## src/rtl/sprite_rom_arbiter_if.sv

```systemverilog
// Fetch-side bus of the sprite ROM arbiter: requester handshake, ROM port and tagged response.
interface sprite_rom_arbiter_if #(
    parameter int N_REQ  = 4,
    parameter int ID_W   = 2,
    parameter int ADDR_W = 13,
    parameter int DATA_W = 3
);
    logic [N_REQ-1:0]        req;
    logic [N_REQ*ADDR_W-1:0] addr;
    logic                    hold;
    logic [N_REQ-1:0]        gnt;
    logic [ADDR_W-1:0]       rom_addr;
    logic [DATA_W-1:0]       rom_data;
    logic                    rsp_valid;
    logic [ID_W-1:0]         rsp_id;
    logic [DATA_W-1:0]       rsp_data;
    logic                    rsp_oob;

    modport master (
        output req, addr, hold, rom_data,
        input  gnt, rom_addr, rsp_valid, rsp_id, rsp_data, rsp_oob
    );

    modport slave (
        input  req, addr, hold, rom_data,
        output gnt, rom_addr, rsp_valid, rsp_id, rsp_data, rsp_oob
    );
endinterface

```

## src/rtl/sprite_rom_arbiter.sv

```systemverilog
// Round-robin share of one sprite ROM; grant same cycle, response 2 cycles after accept, no backpressure.
// Define SPRITE_ARB_BOUNDS_EN to redirect addresses >= DEPTH to 0 and flag them on rsp_oob.
module sprite_rom_arbiter #(
    parameter int N_REQ  = 4,
    parameter int ID_W   = 2,
    parameter int ADDR_W = 13,
    parameter int DATA_W = 3,
    parameter int DEPTH  = 5000
) (
    input  logic                 clk,
    input  logic                 rst_n,
    sprite_rom_arbiter_if.slave  bus
);

    logic [ID_W-1:0]   ptr;
    logic [ID_W-1:0]   win;
    logic [ID_W-1:0]   cand;
    logic [ID_W-1:0]   next_ptr;
    logic              found;
    logic              accept;
    logic              s1_valid;
    logic [ID_W-1:0]   s1_id;
    logic [ADDR_W-1:0] sel_addr;
    logic [ADDR_W-1:0] next_addr;
    logic [DATA_W-1:0] s2_data;
    logic [ADDR_W-1:0] addr_arr [N_REQ];

    for (genvar g = 0; g < N_REQ; g++) begin : g_unpack
        assign addr_arr[g] = bus.addr[g*ADDR_W +: ADDR_W];
    end

    // Scan from ptr upward; the first asserted request wins.
    always_comb begin
        found   = 1'b0;
        win     = '0;
        cand    = '0;
        bus.gnt = '0;
        for (int k = 0; k < N_REQ; k++) begin
            cand = ID_W'((int'(ptr) + k) % N_REQ);
            if (!found && bus.req[cand]) begin
                found = 1'b1;
                win   = cand;
            end
        end
        accept = found && !bus.hold && rst_n;
        if (accept) begin
            bus.gnt[win] = 1'b1;
        end
    end

    assign next_ptr = (win == ID_W'(N_REQ - 1)) ? '0 : win + 1'b1;
    assign sel_addr = addr_arr[win];

`ifdef SPRITE_ARB_BOUNDS_EN
    logic oob_in;
    logic s1_oob;

    assign oob_in    = (sel_addr >= ADDR_W'(DEPTH));
    assign next_addr = oob_in ? '0 : sel_addr;
    assign s2_data   = s1_oob ? '0 : bus.rom_data;

    always_ff @(posedge clk or negedge rst_n) begin
        if (!rst_n) begin
            s1_oob      <= 1'b0;
            bus.rsp_oob <= 1'b0;
        end else begin
            s1_oob      <= accept && oob_in;
            bus.rsp_oob <= s1_valid && s1_oob;
        end
    end
`else
    assign next_addr   = sel_addr;
    assign s2_data     = bus.rom_data;
    assign bus.rsp_oob = 1'b0;
`endif

    always_ff @(posedge clk or negedge rst_n) begin
        if (!rst_n) begin
            ptr           <= '0;
            bus.rom_addr  <= '0;
            s1_valid      <= 1'b0;
            s1_id         <= '0;
            bus.rsp_valid <= 1'b0;
            bus.rsp_id    <= '0;
            bus.rsp_data  <= '0;
        end else begin
            s1_valid <= accept;
            if (accept) begin
                ptr          <= next_ptr;
                bus.rom_addr <= next_addr;
                s1_id        <= win;
            end
            bus.rsp_valid <= s1_valid;
            bus.rsp_id    <= s1_id;
            // ROM data is only meaningful while stage 1 holds a live fetch.
            if (s1_valid) begin
                bus.rsp_data <= s2_data;
            end
        end
    end

endmodule

```

## src/flat_wrapper.sv

```systemverilog
// flat-port wrapper written by rule: the top's interface ports become plain ports
module sprite_rom_arbiter_flat 
#(
    parameter int N_REQ  = 4,
    parameter int ID_W   = 2,
    parameter int ADDR_W = 13,
    parameter int DATA_W = 3,
    parameter int DEPTH  = 5000
)
  (clk, rst_n, bus_req, bus_addr, bus_hold, bus_rom_data, bus_gnt, bus_rom_addr, bus_rsp_valid, bus_rsp_id, bus_rsp_data, bus_rsp_oob);
  sprite_rom_arbiter_if #(.N_REQ(N_REQ), .ID_W(ID_W), .ADDR_W(ADDR_W), .DATA_W(DATA_W)) bus_i ();
  input  logic clk;
  input  logic rst_n;
  input wire logic [$bits(bus_i.req)-1:0] bus_req;
  input wire logic [$bits(bus_i.addr)-1:0] bus_addr;
  input wire logic [$bits(bus_i.hold)-1:0] bus_hold;
  input wire logic [$bits(bus_i.rom_data)-1:0] bus_rom_data;
  output wire logic [$bits(bus_i.gnt)-1:0] bus_gnt;
  output wire logic [$bits(bus_i.rom_addr)-1:0] bus_rom_addr;
  output wire logic [$bits(bus_i.rsp_valid)-1:0] bus_rsp_valid;
  output wire logic [$bits(bus_i.rsp_id)-1:0] bus_rsp_id;
  output wire logic [$bits(bus_i.rsp_data)-1:0] bus_rsp_data;
  output wire logic [$bits(bus_i.rsp_oob)-1:0] bus_rsp_oob;
  assign bus_i.req = bus_req;
  assign bus_i.addr = bus_addr;
  assign bus_i.hold = bus_hold;
  assign bus_i.rom_data = bus_rom_data;
  assign bus_gnt = bus_i.gnt;
  assign bus_rom_addr = bus_i.rom_addr;
  assign bus_rsp_valid = bus_i.rsp_valid;
  assign bus_rsp_id = bus_i.rsp_id;
  assign bus_rsp_data = bus_i.rsp_data;
  assign bus_rsp_oob = bus_i.rsp_oob;
  sprite_rom_arbiter #(.N_REQ(N_REQ), .ID_W(ID_W), .ADDR_W(ADDR_W), .DATA_W(DATA_W), .DEPTH(DEPTH)) u_core (.clk(clk), .rst_n(rst_n), .bus(bus_i));
endmodule
```

## config.mk

```make
export PLATFORM = sky130hd
export DESIGN_NAME = sprite_rom_arbiter_flat
export DESIGN_NICKNAME = d
export VERILOG_FILES = /design/src/rtl/sprite_rom_arbiter_if.sv /design/src/rtl/sprite_rom_arbiter.sv /design/src/flat_wrapper.sv
export SDC_FILE = /design/constraint.sdc
export NUM_CORES = 1
export LEC_CHECK = 0
export ABC_AREA = 0
export ABC_CLOCK_PERIOD_IN_PS = 2300
export CORE_ASPECT_RATIO = 0.6
export CORE_MARGIN = 2
export CORE_UTILIZATION = 37
export CTS_CLUSTER_SIZE = 8
export DETAILED_ROUTE_END_ITERATION = 16
export GPL_TIMING_DRIVEN = 0
export PLACE_DENSITY = 0.8
export SETUP_SLACK_MARGIN = 0.3
export SYNTH_ARGS = -nofsm -noshare
export SYNTH_HDL_FRONTEND = slang
export SYNTH_SLANG_ARGS = --single-unit
```

## constraint.sdc

```tcl
create_clock -name clk -period 2.3 [get_ports clk]
set_clock_uncertainty 0.05 [all_clocks]
set_input_delay 0.46 -clock clk [delete_from_list [all_inputs] [get_ports clk]]
set_output_delay 0.46 -clock clk [all_outputs]
set_load 0.01 [all_outputs]
```

==> impl_metrics.csv, run 1 <==
group,metric,value,unit
sta,max_freq,423,MHz
worst_hold_path,hp-class,"in -> async",
route,ant_nets,0,
run_status,violations,"setup timing",
cells_and_area,num_antenna_cells,0,
synth,synthSimpleGateAreaFrac,8.86,%
synth,synth_fa_ha_area_share,0.894,%
placed_design,post-place-cells,258,
pwr,power.density,770,mW/mm^2
cells_and_area,layout.nets,299,
placed_design,place_hpwl,3150,um
synth,synth.distinct_cells,31,
sta,fin_crit,2.37,ns
cells_and_area,drive_gt1_share,33.2,%
critical_path,slowest_stage,"dfrtp_2",
sta,rsz0062_at_grt,"true",
synth,ys_ff_latch,24,
pwr,netSwitchingPower,659,uW
sta,final_max_slew_viol_count,0,
pwr,power.share.sequential,29.4,%
clock_tree,cts_buffers,3,
route,finalWirelength,5050,um
route,first_pass_iters,4,
global_route,antenna_found_initial,0,
floorplanning,die_area,0.00430,sq mm
floorplanning,placement_rows,17,
clock_tree,clock-sinks,24,
placed_design,port_buffers,84,
pwr,p_clk_share,17.8,%
pwr,p_leak,0.00119,uW
global_route,grt_pass1_vias,1546,
critical_path,cp-start-kind,"register",
clock_tree,worstSkewPairLatency,0.27,ns
critical_path,critPathArrivalTime,1.86,ns
global_route,groute.usage.overall,22.3,%
critical_path,endpoint_kind,"primary output",
sta,hold_slack,0.0356,ns
global_route,grt_max_degree,25,
cells_and_area,fin_util,74.5,%
floorplanning,die_h,51.6,um
floorplanning,die_w,83.4,um
critical_path,crit_family,"flip-flops",
pwr,switching_share,31.6,%
placed_design,place.gp.congestion,0.765,
critical_path,crit_buf_inv,3,
sta,fin_setup_tns,-0.122,ns
clock_tree,cts-htree-levels,1,
critical_path,cp.depth,7,
route,drc,0,
synth,synth_top_family_by_area,"multiplexers",
route,dr_total_vias,1486,
cells_and_area,area_growth_syn_to_layout,93.7,%
critical_path,critPathKind,"reg -> out",
placed_design,place_ws,-1.79,ns
cells_and_area,final_cells,282,
critical_path,slowest_delay,0.47,ns
critical_path,path_cells,"mux2_4, o221ai_4, buf_12, inv_8, ha_4, and2_4, buf_6",
route,post_drt_wl_per_cell,17.9,um
cells_and_area,fillers,247,
critical_path,crit_fanout,7,
clock_tree,cts_tree,"built",
clock_tree,ctsLongestPathBuffers,2,
synth,netlist_area,0.00140,sq mm
global_route,grt_pass1_wl,7410,um
synth,ys_warn_count,0,
synth,syn_nets,190,
floorplanning,core-area,0.00364,sq mm
route,drt_iter0_markers,85,
synth,synth_xor_area_share,0,%
route,vias_per_cell,5.27,
synth,syn_inst,127,
synth,synthMuxAreaShare,22.6,%
pwr,ir_drop,0.368,mV
run,cap_viol_max_count,0,
pwr,internal-power,1430,uW
critical_path,required,1.79,ns
critical_path,r2r_cells,8,
floorplanning,ios,86,
sta,setup_ws,-0.0651,ns
sta,finalHoldViolCount,0,
sta,setup_viol,2,
pwr,combPwrFrac,52.8,%
floorplanning,start_util,38.5,%
run_status,status,"complete, but fails checks",
clock_tree,clkTransAtPathRegs,0.09,ns
sta,fin_crit_sh,103,%
global_route,overflow,0,
synth,ys_seq_area_share,42.9,%
synth,syn_avg_cell_area,11.0,sq um
clock_tree,cts_root_buffer,"clkbuf_8",
synth,synth-compound-area-share,18.9,%
## through the flow
step           total power, uW  cell area, sq um
3_5_place_dp              1470              2320
3_3_place_gp              1440              2320
5_1_grt                   2190              2710
6_report                  2090              2710
4_1_cts                   1970              2610
2_1_floorplan             1060              1420
## layer usage
| metal | wire, um | global-route usage [%] | vias to the layer above |
|---|---|---|---|
| li1 | - | - | 686 |
| met1 | 2290 | 26.5 | 728 |
| met2 | 2370 | 41.5 | 70 |
| met3 | 385 | 6.83 | 2 |
| met4 | 8 | 3.28 | 0 |
| met5 | 0 | 0 | - |
## worst reg2reg max path: stages, from the launching register on
cell       delay [ns]
dfrtp_2          0.47
mux2_4           0.34
o221ai_4         0.22
buf_4            0.16
buf_8            0.15
clkbuf_16        0.17
mux2i_1          0.22
nand3_1          0.10
o221a_2          0.13
## worst paths after layout
path                                               end             from  slack (ns)
worst max-delay path                        bus_gnt[3]    u_core.ptr[1]       -0.07
worst min-delay path            u_core.bus.rsp_data[0]            rst_n        0.04
worst max register to register  u_core.bus.rom_addr[7]    u_core.ptr[1]        0.19
worst min register to register    u_core.bus.rsp_id[1]  u_core.s1_id[1]        0.33
max in group asynchronous                u_core.ptr[1]            rst_n        1.99
min in group clk                  u_core.bus.rsp_id[1]  u_core.s1_id[1]        0.33
## Yosys cell counts
cell / count / area [sq um]
dfrtp_1: 24 / 601
mux2i_1: 20 / 200
nand2_1: 16 / 60.1
mux2_2: 9 / 101
o221a_2: 7 / 78.8
o31a_1: 7 / 61.3
nand3_1: 6 / 30.0
inv_1: 5 / 18.8
clkbuf_1: 4 / 15.0
o21ai_0: 4 / 20.0
o21ai_1: 3 / 15.0
a21oi_1: 2 / 10.0
nor2_1: 2 / 7.51
a21boi_0: 1 / 7.51
a21o_1: 1 / 7.51
a22oi_1: 1 / 7.51
a2bb2oi_1: 1 / 8.76
and2_1: 1 / 6.26
buf_12: 1 / 20.0
buf_2: 1 / 5.00
buf_4: 1 / 7.51
buf_6: 1 / 11.3
conb_1: 1 / 3.75
ha_1: 1 / 12.5
mux2_4: 1 / 15.0
nor2b_1: 1 / 6.26
nor3_1: 1 / 5.00
o221ai_4: 1 / 26.3
o22ai_2: 1 / 12.5
o41ai_1: 1 / 8.76
or3b_1: 1 / 8.76
## cells by family after synthesis
kind of cell / after synthesis
mux: 30
simple gates: 28
compound gates: 30
other cells: 1
flops: 24
buf+inv: 13
fa+ha+maj: 1
## power groups by stage
stage / logic [uW] / registers [uW] / clock network (uW)
6_report: 1100 / 613 / 372
5_1_grt: 1170 / 625 / 399
4_1_cts: 990 / 609 / 376
3_5_place_dp: 855 / 614 / 0
3_3_place_gp: 833 / 605 / 0
2_1_floorplan: 413 / 649 / 0
## sequential cells by signal, indices dropped and copies added, names as in the netlist
signal                cells
u_core.s1_valid           1
u_core.ptr                2
u_core.s1_id              2
u_core.bus.rom_addr      13
u_core.bus.rsp_valid      1
u_core.bus.rsp_data       3
u_core.bus.rsp_id         2
## placed cells by master (no fill, tap or decap), types with 2 or more instances in the layout
cell type,n
o221a_2,7
buf_8,2
o31a_1,7
clkdlybuf4s50_1,74
buf_6,6
clkbuf_8,5
mux2_2,9
o21ai_0,4
buf_4,16
buf_2,3
dlygate4sd2_1,3
nand3_1,6
buf_12,3
o21ai_1,3
mux2i_2,4
nand2_4,2
mux2i_1,15
nand2_1,14
inv_2,4
dfrtp_1,23
## timing repair
action	in CTS	in global routing
endpoints found under the hold margin	24	0
setup endpoints to repair	22	16
buffers inserted	15	3
hold buffers	1	0
gates cloned	0	1
resized for setup	66	13
pin swaps	8	1
## cell type report
| type | count | area, sq um | area share [%] |
|---|---|---|---|
| Clock buffer | 3 | 41.3 | 1.52 |
| Buffer | 8 | 109 | 4.02 |
| Tap cell | 47 | 58.8 | 2.17 |
| Clock inverter | 1 | 30.0 | 1.11 |
| Sequential cell | 24 | 602 | 22.2 |
| Timing Repair Buffer | 104 | 1020 | 37.7 |
| Multi-Input combinational cell | 90 | 821 | 30.3 |
| Inverter | 5 | 26.3 | 0.970 |
Power figures use the tool's default switching activity.
==> run 2, diff against run 1 <==
- REMOVE_ABC_BUFFERS: not set -> 1
==> run 2 against run 1 <==
The flow still finishes with violations (setup timing). Worst setup slack better by 0.045 ns. First-iteration DRC count decreased by 14%. Hold slack worse by 0.0024 ns. Power down 3.8%. Sequential power hardly changed. Routed wire length down 0.48%. Largest cell class unchanged. Largest power group unchanged.
==> impl_metrics.csv, run 2 (synthesis results as in run 1) <==
group,metric,value,unit
cells_and_area,area_growth_syn_to_layout,94.7,%
cells_and_area,final_cells,287,
cells_and_area,largestRegisters,"u_core.bus.rom_addr: 13 flops, u_core.bus.rsp_data: 3 flops",
global_route,antenna_found_initial,0,
pwr,power.density,737,mW/mm^2
cells_and_area,multi_input_area,852,sq um
route,post_drt_wl_per_cell,17.5,um
sta,fin_crit_sh,101,%
cells_and_area,largest-register,"u_core.bus.rom_addr",
cells_and_area,fillers,225,
clock_tree,clkTransAtPathRegs,0.10,ns
sta,final_max_slew_viol_count,0,
run_status,violations,"setup timing",
sta,setup_viol,1,
clock_tree,cts_tree,"built",
route,drc,0,
critical_path,critPathArrivalTime,1.81,ns
cells_and_area,drive_gt1_share,33.8,%
pwr,ir_drop,0.390,mV
route,dr_total_vias,1513,
sta,rsz0062_at_grt,"true",
floorplanning,start_util,38.5,%
floorplanning,ios,86,
critical_path,crit_fanout,6,
sta,fin_setup_tns,-0.0201,ns
pwr,netSwitchingPower,672,uW
global_route,overflow,0,
route,first_pass_iters,4,
critical_path,r2r-start,"u_core.ptr[1]",
placed_design,post-place-cells,251,
critical_path,critPathKind,"reg -> out",
critical_path,setup.worst_path.start,"u_core.ptr[1]",
pwr,switching_share,33.4,%
pwr,p_leak,0.00118,uW
floorplanning,placement_rows,17,
global_route,grt_max_degree,26,
critical_path,required,1.79,ns
cells_and_area,largest_register_ffs,13,
run,cap_viol_max_count,0,
cells_and_area,layout_commonest_cell,"clkdlybuf4s50_1",
sta,setup_ws,-0.0201,ns
cells_and_area,fin_util,74.9,%
critical_path,cp-start-kind,"register",
clock_tree,cts_buffers,3,
placed_design,place_hpwl,2950,um
sta,finalHoldViolCount,0,
placed_design,place.gp.congestion,0.804,
route,drt_iter0_markers,73,
placed_design,port_buffers,84,
pwr,p_clk_share,12.9,%
cells_and_area,num_antenna_cells,0,
route,ant_nets,0,
global_route,groute.usage.overall,22.7,%
sta,max_freq,431,MHz
route,vias_per_cell,5.27,
placed_design,dpl-instance-area,0.00225,sq mm
pwr,power.share.sequential,30.5,%
floorplanning,die_area,0.00430,sq mm
floorplanning,die_h,51.6,um
worst_hold_path,hp-class,"in -> async",
floorplanning,die_w,83.4,um
floorplanning,core-area,0.00364,sq mm
pwr,combPwrFrac,56.6,%
clock_tree,cts-htree-levels,1,
clock_tree,ctsLongestPathBuffers,2,
run_status,status,"complete, but fails checks",
cells_and_area,layout.nets,305,
sta,fin_crit,2.32,ns
global_route,grt_pass1_vias,1540,
clock_tree,cts_root_buffer,"clkbuf_8",
global_route,grt_pass1_wl,7620,um
route,finalWirelength,5030,um
cells_and_area,final_cell_mix,"clkdlybuf4s50_1, buf_4, dfrtp_1",
cells_and_area,seq_area,602,sq um
cells_and_area,final_area,0.00272,sq mm
clock_tree,worstSkewPairLatency,0.27,ns
critical_path,endpoint_kind,"primary output",
pwr,internal-power,1340,uW
clock_tree,clock-sinks,24,
run 2: cell count changes in the layout (fill, tap and decap cells not counted), moves of 2 or more:
cell / change
buf_4: +7
clkbuf_8: -2
mux2i_2: -4
buf_8: -2
clkdlybuf4s15_2: +2
inv_2: -2
buf_6: +4
dlygate4sd2_1: -3
nand2_4: -2
mux2i_1: +5
run 2: repair_timing:
item | in CTS | in global routing
pin swaps | 8 | 8
hold buffers | 0 | 1
endpoints found under the setup margin | 22 | 17
endpoints found under the hold margin | 0 | 24
gates resized for setup | 60 | 16
buffers inserted | 23 | 8
cloned | 1 | 0
run 2: per-layer routing:
metal / vias to the layer above / track usage, % / part of all wire [%]
met2: 83 / 36.8 / 49
li1: 705 / - / -
met3: 2 / 5.24 / 9.0
met1: 723 / 30.7 / 42
met4: 0 / 6.56 / 0.38
met5: - / 0 / 0
run 2: per-stage QoR:
step / hold WS [ns] / setup slack [ns] / total power [uW]
floorplan: 0.114 / -1.50 / 1010
global placement: 0.314 / -3.80 / 1380
detailed placement: 0.316 / -2.43 / 1410
CTS: 0.0466 / 0.0475 / 1860
global route: 0.0374 / -0.0446 / 2110
finish: 0.0333 / -0.0201 / 2010
run 2: final timing paths:
| check | endpoint | cells after the start | slack, ns |
|---|---|---|---|
| setup / recovery | bus_gnt[3] | 6 | -0.02 |
| hold / removal | u_core.bus.rsp_id[0] | 2 | 0.03 |
| setup reg to reg | u_core.bus.rom_addr[9] | 6 | 0.22 |
| hold reg to reg | u_core.bus.rsp_id[1] | 0 | 0.33 |
| max in group asynchronous | u_core.bus.rom_addr[6] | 2 | 2.00 |
| min in group clk | u_core.bus.rsp_id[1] | 0 | 0.33 |
run 2: cell type report:
type / count / share of cell area, %
clock buffers: 3 / 1.52
inverters: 5 / 0.919
multi-input cells: 91 / 31.3
flip-flops and latches: 24 / 22.1
well taps: 47 / 2.16
repair buffers: 117 / 42.0
run 2: power by group through the flow:
| stage | clock, uW | combinational (uW) | sequential (uW) |
|---|---|---|---|
| after detailed placement | 0 | 800 | 613 |
| after global routing | 283 | 1200 | 624 |
| after floorplan | 0 | 365 | 649 |
| after global placement | 0 | 780 | 603 |
| final | 258 | 1140 | 612 |
| after CTS | 254 | 994 | 609 |
run 2: critical path: stages, from the launching register on:
cell and delay, ns:
dfrtp_2 0.48, mux2_4 0.35, o221ai_4 0.21, inv_2 0.09
ha_4 0.16, and2_1 0.12, buf_2 0.13
==> run 3, diff against run 2 <==
- CAP_MARGIN: not set -> 20
==> results of run 3 <==
Final layout, timing and power as in run 2 (identical DEF).
